===== src/rtl/jtcop_sndlatch_if.sv =====
// Main-CPU to sound-CPU command channel signals.
// The master side drives writes, reads and the overflow clear; the slave side returns the latch and status.
interface jtcop_sndlatch_if;
    logic       main_we;
    logic [7:0] main_din;
    logic       snd_rd;
    logic       ovf_clr;
    logic [7:0] latch;
    logic       snreq;
    logic       pending;
    logic       full;
    logic       overflow;

    modport master (
        output main_we, main_din, snd_rd, ovf_clr,
        input  latch, snreq, pending, full, overflow
    );

    modport slave (
        input  main_we, main_din, snd_rd, ovf_clr,
        output latch, snreq, pending, full, overflow
    );
endinterface


===== src/rtl/jtcop_sndlatch.sv =====
// Sound command latch/queue between the main 68000 and the sound 6502, re-arming snreq per command.
// Define JTCOP_SNDFIFO_EN for a 2**AW deep queue; otherwise a single overwriting latch as on the arcade board.
module jtcop_sndlatch #(
    parameter int AW  = 2,
    parameter int GAP = 4
) (
    input  logic             clk,
    input  logic             rst,
    jtcop_sndlatch_if.slave  bus
);
    typedef enum logic [1:0] {EMPTY, REQ, HOLD} state_t;

    localparam logic [3:0] GAP_LAST = 4'(GAP - 1);

    state_t     state;
    logic       snreq_r;
    logic [3:0] gap_cnt;
    logic       snd_rd_l;
    logic       ack;
    logic       pop;
    logic       push;
    logic       pend_nxt;

    // The 6502 read cycle is over when its latch read strobe falls
    assign ack = snd_rd_l & ~bus.snd_rd;
    assign pop = ack && (state == REQ);

`ifdef JTCOP_SNDFIFO_EN
    localparam int         DEPTH    = 2**AW;
    localparam logic [AW:0] FULL_CNT = (AW+1)'(DEPTH);

    logic [7:0]    mem [DEPTH];
    logic [AW-1:0] rd_ptr;
    logic [AW-1:0] wr_ptr;
    logic [AW:0]   count;
    logic [AW:0]   count_nxt;
    logic [7:0]    latch_r;
    logic          ovf_r;

    // A full queue still accepts a byte when the head leaves in the same cycle
    assign push = bus.main_we && ((count != FULL_CNT) || pop);

    always_comb begin
        count_nxt = count;
        if (push && !pop)
            count_nxt = count + (AW+1)'(1);
        else if (pop && !push)
            count_nxt = count - (AW+1)'(1);
    end

    assign pend_nxt = (count_nxt != '0);

    always_ff @(posedge clk) begin
        if (push)
            mem[wr_ptr] <= bus.main_din;
    end

    always_ff @(posedge clk or posedge rst) begin
        if (rst) begin
            rd_ptr  <= '0;
            wr_ptr  <= '0;
            count   <= '0;
            latch_r <= 8'hff;
            ovf_r   <= 1'b0;
        end else begin
            count <= count_nxt;
            if (push)
                wr_ptr <= wr_ptr + AW'(1);
            if (pop)
                rd_ptr <= rd_ptr + AW'(1);
            // latch always shows the head; the last popped byte stays visible once empty
            if (pop) begin
                if (count > (AW+1)'(1))
                    latch_r <= mem[rd_ptr + AW'(1)];
                else if (push)
                    latch_r <= bus.main_din;
            end else if (push && (count == '0)) begin
                latch_r <= bus.main_din;
            end
            if (bus.main_we && !push)
                ovf_r <= 1'b1;
            else if (bus.ovf_clr)
                ovf_r <= 1'b0;
        end
    end

    assign bus.latch    = latch_r;
    assign bus.pending  = (count != '0);
    assign bus.full     = (count == FULL_CNT);
    assign bus.overflow = ovf_r;
`else
    localparam int unused_aw = AW;

    logic [7:0] latch_r;
    logic       pend_r;
    logic       unused_ovf_clr;

    assign unused_ovf_clr = bus.ovf_clr;
    assign push           = bus.main_we;
    assign pend_nxt       = push || (pend_r && !pop);

    always_ff @(posedge clk or posedge rst) begin
        if (rst) begin
            latch_r <= 8'hff;
            pend_r  <= 1'b0;
        end else begin
            if (push)
                latch_r <= bus.main_din;
            pend_r <= pend_nxt;
        end
    end

    assign bus.latch    = latch_r;
    assign bus.pending  = pend_r;
    assign bus.full     = 1'b0;
    assign bus.overflow = 1'b0;
`endif

    // HOLD keeps snreq low long enough for the sound side's edge detector to see it
    always_ff @(posedge clk or posedge rst) begin
        if (rst) begin
            state    <= EMPTY;
            snreq_r  <= 1'b0;
            gap_cnt  <= '0;
            snd_rd_l <= 1'b0;
        end else begin
            snd_rd_l <= bus.snd_rd;
            case (state)
                EMPTY: begin
                    if (push) begin
                        state   <= REQ;
                        snreq_r <= 1'b1;
                    end
                end
                REQ: begin
                    if (pop) begin
                        state   <= HOLD;
                        snreq_r <= 1'b0;
                        gap_cnt <= '0;
                    end
                end
                HOLD: begin
                    if (gap_cnt == GAP_LAST) begin
                        state   <= pend_nxt ? REQ : EMPTY;
                        snreq_r <= pend_nxt;
                    end else begin
                        gap_cnt <= gap_cnt + 4'd1;
                    end
                end
                default: begin
                    state   <= EMPTY;
                    snreq_r <= 1'b0;
                end
            endcase
        end
    end

    assign bus.snreq = snreq_r;
endmodule


===== src/flat_wrapper.sv =====
// flat-port wrapper written by rule: the top's interface ports become plain ports
module jtcop_sndlatch_flat 
#(
    parameter int AW  = 2,
    parameter int GAP = 4
)
  (clk, rst, bus_main_we, bus_main_din, bus_snd_rd, bus_ovf_clr, bus_latch, bus_snreq, bus_pending, bus_full, bus_overflow);
  jtcop_sndlatch_if bus_i ();
  input  logic clk;
  input  logic rst;
  input wire logic [$bits(bus_i.main_we)-1:0] bus_main_we;
  input wire logic [$bits(bus_i.main_din)-1:0] bus_main_din;
  input wire logic [$bits(bus_i.snd_rd)-1:0] bus_snd_rd;
  input wire logic [$bits(bus_i.ovf_clr)-1:0] bus_ovf_clr;
  output wire logic [$bits(bus_i.latch)-1:0] bus_latch;
  output wire logic [$bits(bus_i.snreq)-1:0] bus_snreq;
  output wire logic [$bits(bus_i.pending)-1:0] bus_pending;
  output wire logic [$bits(bus_i.full)-1:0] bus_full;
  output wire logic [$bits(bus_i.overflow)-1:0] bus_overflow;
  assign bus_i.main_we = bus_main_we;
  assign bus_i.main_din = bus_main_din;
  assign bus_i.snd_rd = bus_snd_rd;
  assign bus_i.ovf_clr = bus_ovf_clr;
  assign bus_latch = bus_i.latch;
  assign bus_snreq = bus_i.snreq;
  assign bus_pending = bus_i.pending;
  assign bus_full = bus_i.full;
  assign bus_overflow = bus_i.overflow;
  jtcop_sndlatch #(.AW(AW), .GAP(GAP)) u_core (.clk(clk), .rst(rst), .bus(bus_i));
endmodule

===== config.mk =====
export PLATFORM = sky130hd
export DESIGN_NAME = jtcop_sndlatch_flat
export DESIGN_NICKNAME = d
export VERILOG_FILES = /design/src/rtl/jtcop_sndlatch_if.sv /design/src/rtl/jtcop_sndlatch.sv /design/src/flat_wrapper.sv
export SDC_FILE = /design/constraint.sdc
export NUM_CORES = 1
export LEC_CHECK = 0
export BUFFER_PORTS_ARGS = -buffer_cell sky130_fd_sc_hd__buf_2
export CORE_MARGIN = 2
export CORE_UTILIZATION = 40
export CTS_CLUSTER_SIZE = 24
export DETAILED_ROUTE_END_ITERATION = 10
export GPL_TIMING_DRIVEN = 0
export PLACE_DENSITY = 0.73
export SYNTH_ARGS = -nofsm -noshare
export SYNTH_HDL_FRONTEND = slang
export SYNTH_SLANG_ARGS = --single-unit

===== constraint.sdc =====
create_clock -name clk -period 3 [get_ports clk]
set_input_delay 0.6 -clock clk [delete_from_list [all_inputs] [get_ports clk]]
set_output_delay 0.6 -clock clk [all_outputs]
set_load 0.005 [all_outputs]

Word-level counts from Yosys, hierarchy flattened
Cells that the tools add are included.

cells by class
  add/subtract/negate cells = 1
  eq/ne operators = 7
  multiplexer cells = 12
  bitwise logic cells = 2
  reductions and logical operators = 8

operators with widths
  cell                                                    number
  2-to-1 mux 4 bit                                        2
  one-hot mux 4 bit (2 select lines)                      1
  2-to-1 mux 2 bit                                        3
  one-hot mux 2 bit (3 select lines)                      1
  AND reduction 3 bit                                     2
  adder 4 x 1 -> 4 bit (second input constant)            1
  == test 4 x 2 -> 1 bit (second input constant)          1
  2-to-1 mux 1 bit                                        4
  inequality test 2 x 1 -> 1 bit (second input constant)  2
  inequality test 2 bit (second input constant)           2
  one-hot mux 1 bit (3 select lines)                      1
  == test 2 x 1 -> 1 bit (second input constant)          1
  == test 2 bit (second input constant)                   1
  logical AND 1 bit                                       2
  zero test 2 bit                                         1
  nonzero test 2 bit                                      1
  AND 1 bit                                               1
  zero test 1 bit                                         1
  logical OR 1 bit                                        1
  inverter 1 bit                                          1

word-level totals
  register bits after elaboration = 17
  input bits = 13
  output and inout port bits = 12
  logic and storage cells = 36

Depth between registers and ports, before layout
  word-level depth = 9
  mapped depth = 4
  gate-level depth less buffers = 4

Worst setup path after synthesis
OpenSTA, ideal clock, no wires.

  kind = input-to-reg
  start point = input bus_main_we
  end point = register u_core.latch_r[0], in the netlist u_core.bus.latch[0]
  data arrival time = 1.119 ns
  required time = 2.918 ns
  setup slack = 1.799 ns
  stages = 2
  path buffers = 1
  cell sequence = buf_2 mux2_2

RTL lines
  what                    RTL line               RTL
  start: declaration      flat_wrapper.sv:11     input wire logic [$bits(bus_i.main_we)-1:0] bus_main_we;
  end signal: assignment  jtcop_sndlatch.sv:108  latch_r <= bus.main_din;
  end: declaration        jtcop_sndlatch.sv:94   logic [7:0] latch_r;

No word-level cell between the ends.

Final worst setup path
  start point = register u_core.latch_r[2], in the netlist u_core.bus.latch[2]
  end point = output bus_latch[2]

RTL lines
  what              RTL line            RTL
  end: declaration  flat_wrapper.sv:15  output wire logic [$bits(bus_i.latch)-1:0] bus_latch;

No word-level cell between the ends.

==> metrics.md <==
| Metric | Value |
|---|---|
| Via count of the first global-routing pass | `512` |
| Number of levels in the clock H-tree | `1` |
| Count of max-cap constraint violations | `0` |
| Count of state elements after synthesis | `17` |
| # setup viols final | `0` |
| Type of element launching the critical path | `flop` |
| Crit path time final | `1.54 ns` |
| Ordered cell list for the critical path | `buf_2` |
| Clock root buffer | `sky130_fd_sc_hd__clkbuf_4` |
| Dpl hpwl | `967 um` |
| Maximum operating frequency | `0.649 GHz` |
| Post-synthesis area per instance | `12.8 um2` |
| Clock sinks | `17` |
| Core area | `1760 um2` |
| Clk_skew | `0.00971 ns` |
| Period utilization | `51.4%` |
| VDD IR max | `371 uV` |
| Worst-path clk slew | `0.10 ns` |
| Residual DRC count | `0` |
| Arrival time worst endpoint | `0.94 ns` |
| Maximum fanout count along the critical path | `2` |
| TritonRoute pass-1 iters | `4` |
| Total of warnings raised by yosys | `0` |
| Total power draw | `615 uW` |
| Routed vias | `516` |
| Antenna diode instance count | `0` |
| Bufs and invs on worst path | `1` |
| Clock tree from TritonCTS | `yes` |
| Setup total negative slack | `0 ns` |
| Worst-Margin Slew | `0.629 ns` |
| Endpoints failing hold | `0` |
| Global-route usage over all layers | `14.0%` |
| Max-slew violation count | `0` |
| Power density over the cells | `659 nW/um2` |
| Worst hold path type | `in2async` |
| Cell leakage power | `0.000423 uW` |
| NumNets Final | `100` |
| Detailed-route vias per instance | `4.69` |
| Number of top-level pins | `25` |
| Post-CTS repair timing setup buffer count | `0` |
| Commonest cells after routing, fill and taps aside | `21 x sky130_fd_sc_hd__buf_2, 9 x sky130_fd_sc_hd__dfrtp_1, 8 x sky130_fd_sc_hd__mux2_2, 8 x sky130_fd_sc_hd__dfstp_2` |
| Slowest library cell on the worst path | `sky130_fd_sc_hd__dfstp_2` |
| Largest net degree at the start of global routing | `18` |
| Antenna violations before repair | `0` |
| Fillcell total | `169` |
| Footprint of the flip-flops and latches | `435 um2` |
| Initial standard-cell utilization of the core | `43.7%` |
| Maximum buffer depth of the clock tree | `2` |
| Delay of the slowest cell on the worst path | `0.55 ns` |
| Vert. Die Dim | `47.9 um` |
| Cts repair resizes | `0` |
| Hold buffer count at cts | `0` |
| Data required time of the worst path | `2.40 ns` |
| Placement Rows | `15` |
| Post-Synthesis Cells | `60` |
| Die Outline Area | `2290 um2` |
| Antenna violation net count after detailed routing | `0` |
| Overflow left after global routing | `0` |
| Global-route wire length before repair | `2190 um` |
| Setup repair after global routing missed its margin | `false` |
| Die Span X | `47.9 um` |
| Share of layout cells above drive strength 1 | `54.1%` |
| Outcome | `complete, no violations` |
| Kind of cell with the highest combined delay on the critical path | `flip-flops` |
| Count of routing violations after the opening detailed-route iteration | `3` |
| Total CTS buffers | `3` |
| Combined area of the multi-input logic cells | `308 um2` |
| Gp weighted congestion | `0.843` |
| Area growth syn-to-layout | `21.1%` |
| Number of buffers added on ports | `20` |
| Aggregate routed wire length | `1270 um` |
| Sequential area share after synthesis | `56.5%` |
| Max_slew headroom | `58.0%` |
| Number of distinct library cells after synthesis | `24` |
| Endpoint kind of the worst setup timing path | `primary output` |
| Category of the most critical setup path | `reg2out` |
| Synthesized area | `771 um2` |
| Routed len/inst | `11.5 um` |
| Clock latency at the later pin of the worst-skew pair | `0.29 ns` |
| Most frequent standard cell in the layout excluding fill and tap cells | `sky130_fd_sc_hd__buf_2` |
## power breakdown
group | internal (uW) | switching, uW | leakage (uW) | total, uW
registers | 283 | 48.7 | 0.000194 | 332
logic | 90.2 | 72.6 | 0.000210 | 163
clock network | 49.5 | 70.6 | 0.0000177 | 120
## per-layer routing
metal	up-vias	track usage [%]	share of wire (%)
met4	0	6.49	0
met3	0	2.64	5.8
met2	17	20.5	45
li1	258	-	-
met1	241	19.9	49
met5	-	0	0
## state kept, by name, indices dropped and copies added (netlist names)
name                count
u_core.state            2
u_core.snd_rd_l         1
u_core.bus.snreq        1
u_core.gap_cnt          4
u_core.bus.latch        8
u_core.bus.pending      1
## cell type report
| cell class | count | area share [%] |
|---|---|---|
| Buffer | 3 | 2.14 |
| Clock buffer | 3 | 2.41 |
| Clock inverter | 1 | 0.536 |
| Inverter | 3 | 1.21 |
| Multi-Input combinational cell | 38 | 33.0 |
| Sequential cell | 17 | 46.6 |
| Tap cell | 25 | 3.35 |
| Timing Repair Buffer | 20 | 10.7 |
## cells by family (layout without fill, tap and decap cells)
kind of cell             count (synthesis)  count (layout)  share of synthesized area, %
buffers and inverters                    6              30                          4.06
AND/OR/NAND/NOR                         16              16                          13.8
other                                    1               2                         0.487
flip-flops                              17              17                          56.5
multiplexers                            11              11                          15.6
adder cells (fa/ha/maj)                  1               1                          1.62
AO/OA/AOI/OAI                            8               8                          7.95
## cell usage after synthesis
library cell / instances / area [um2]
sky130_fd_sc_hd__inv_1: 3 / 11.3
sky130_fd_sc_hd__o31ai_1: 2 / 15.0
sky130_fd_sc_hd__a21o_1: 1 / 7.51
sky130_fd_sc_hd__mux2i_1: 3 / 30.0
sky130_fd_sc_hd__buf_2: 1 / 5.00
sky130_fd_sc_hd__nand4bb_1: 1 / 11.3
sky130_fd_sc_hd__o21ai_0: 1 / 5.00
sky130_fd_sc_hd__buf_4: 2 / 15.0
sky130_fd_sc_hd__a21oi_1: 2 / 10.0
sky130_fd_sc_hd__conb_1: 1 / 3.75
sky130_fd_sc_hd__o311ai_2: 1 / 16.3
sky130_fd_sc_hd__dfstp_2: 8 / 210
sky130_fd_sc_hd__mux2_2: 8 / 90.1
sky130_fd_sc_hd__nor2_2: 1 / 6.26
sky130_fd_sc_hd__dfrtp_1: 9 / 225
sky130_fd_sc_hd__nor3b_2: 1 / 12.5
sky130_fd_sc_hd__nor2b_1: 1 / 6.26
sky130_fd_sc_hd__ha_1: 1 / 12.5
sky130_fd_sc_hd__nand2b_1: 2 / 12.5
sky130_fd_sc_hd__nand3b_1: 4 / 30.0
sky130_fd_sc_hd__nand2_1: 4 / 15.0
sky130_fd_sc_hd__nor2_1: 1 / 3.75
sky130_fd_sc_hd__o211ai_1: 1 / 7.51
sky130_fd_sc_hd__nand4b_1: 1 / 8.76
## path summary, 6_finish.rpt
kind	slack (ns)	from	cells past startpoint	endpoint
setup / recovery	1.46	u_core.bus.latch[2]$_DFFE_PP1P_	1	bus_latch[2]
hold / removal	0.37	rst	2	u_core.bus.pending$_DFF_PP0_
setup reg to reg	1.68	u_core.gap_cnt[0]$_DFFE_PP0P_	4	u_core.gap_cnt[0]$_DFFE_PP0P_
hold reg to reg	0.52	u_core.bus.pending$_DFF_PP0_	1	u_core.bus.pending$_DFF_PP0_
max in group asynchronous	2.22	rst	2	u_core.gap_cnt[2]$_DFFE_PP0P_
min in group clk	0.44	bus_snd_rd	1	u_core.snd_rd_l$_DFF_PP0_
## stage by stage
| stage | utilization, % | std cells | worst slack, ns | hold WS (ns) | cell area, um2 |
|---|---|---|---|---|---|
| after detailed placement | 51.3 | 106 | 1.60 | 0.495 | 906 |
| after floorplan | - | 61 | 1.80 | 0.477 | 774 |
| after global placement | 51.3 | 106 | 1.60 | 0.493 | 906 |
| after global routing | 52.9 | 110 | 1.42 | 0.418 | 933 |
| final | 52.9 | 110 | 1.46 | 0.372 | 933 |
| after CTS | 52.9 | 110 | 1.45 | 0.395 | 933 |
Note: power is estimated with default switching activity, not from simulation.
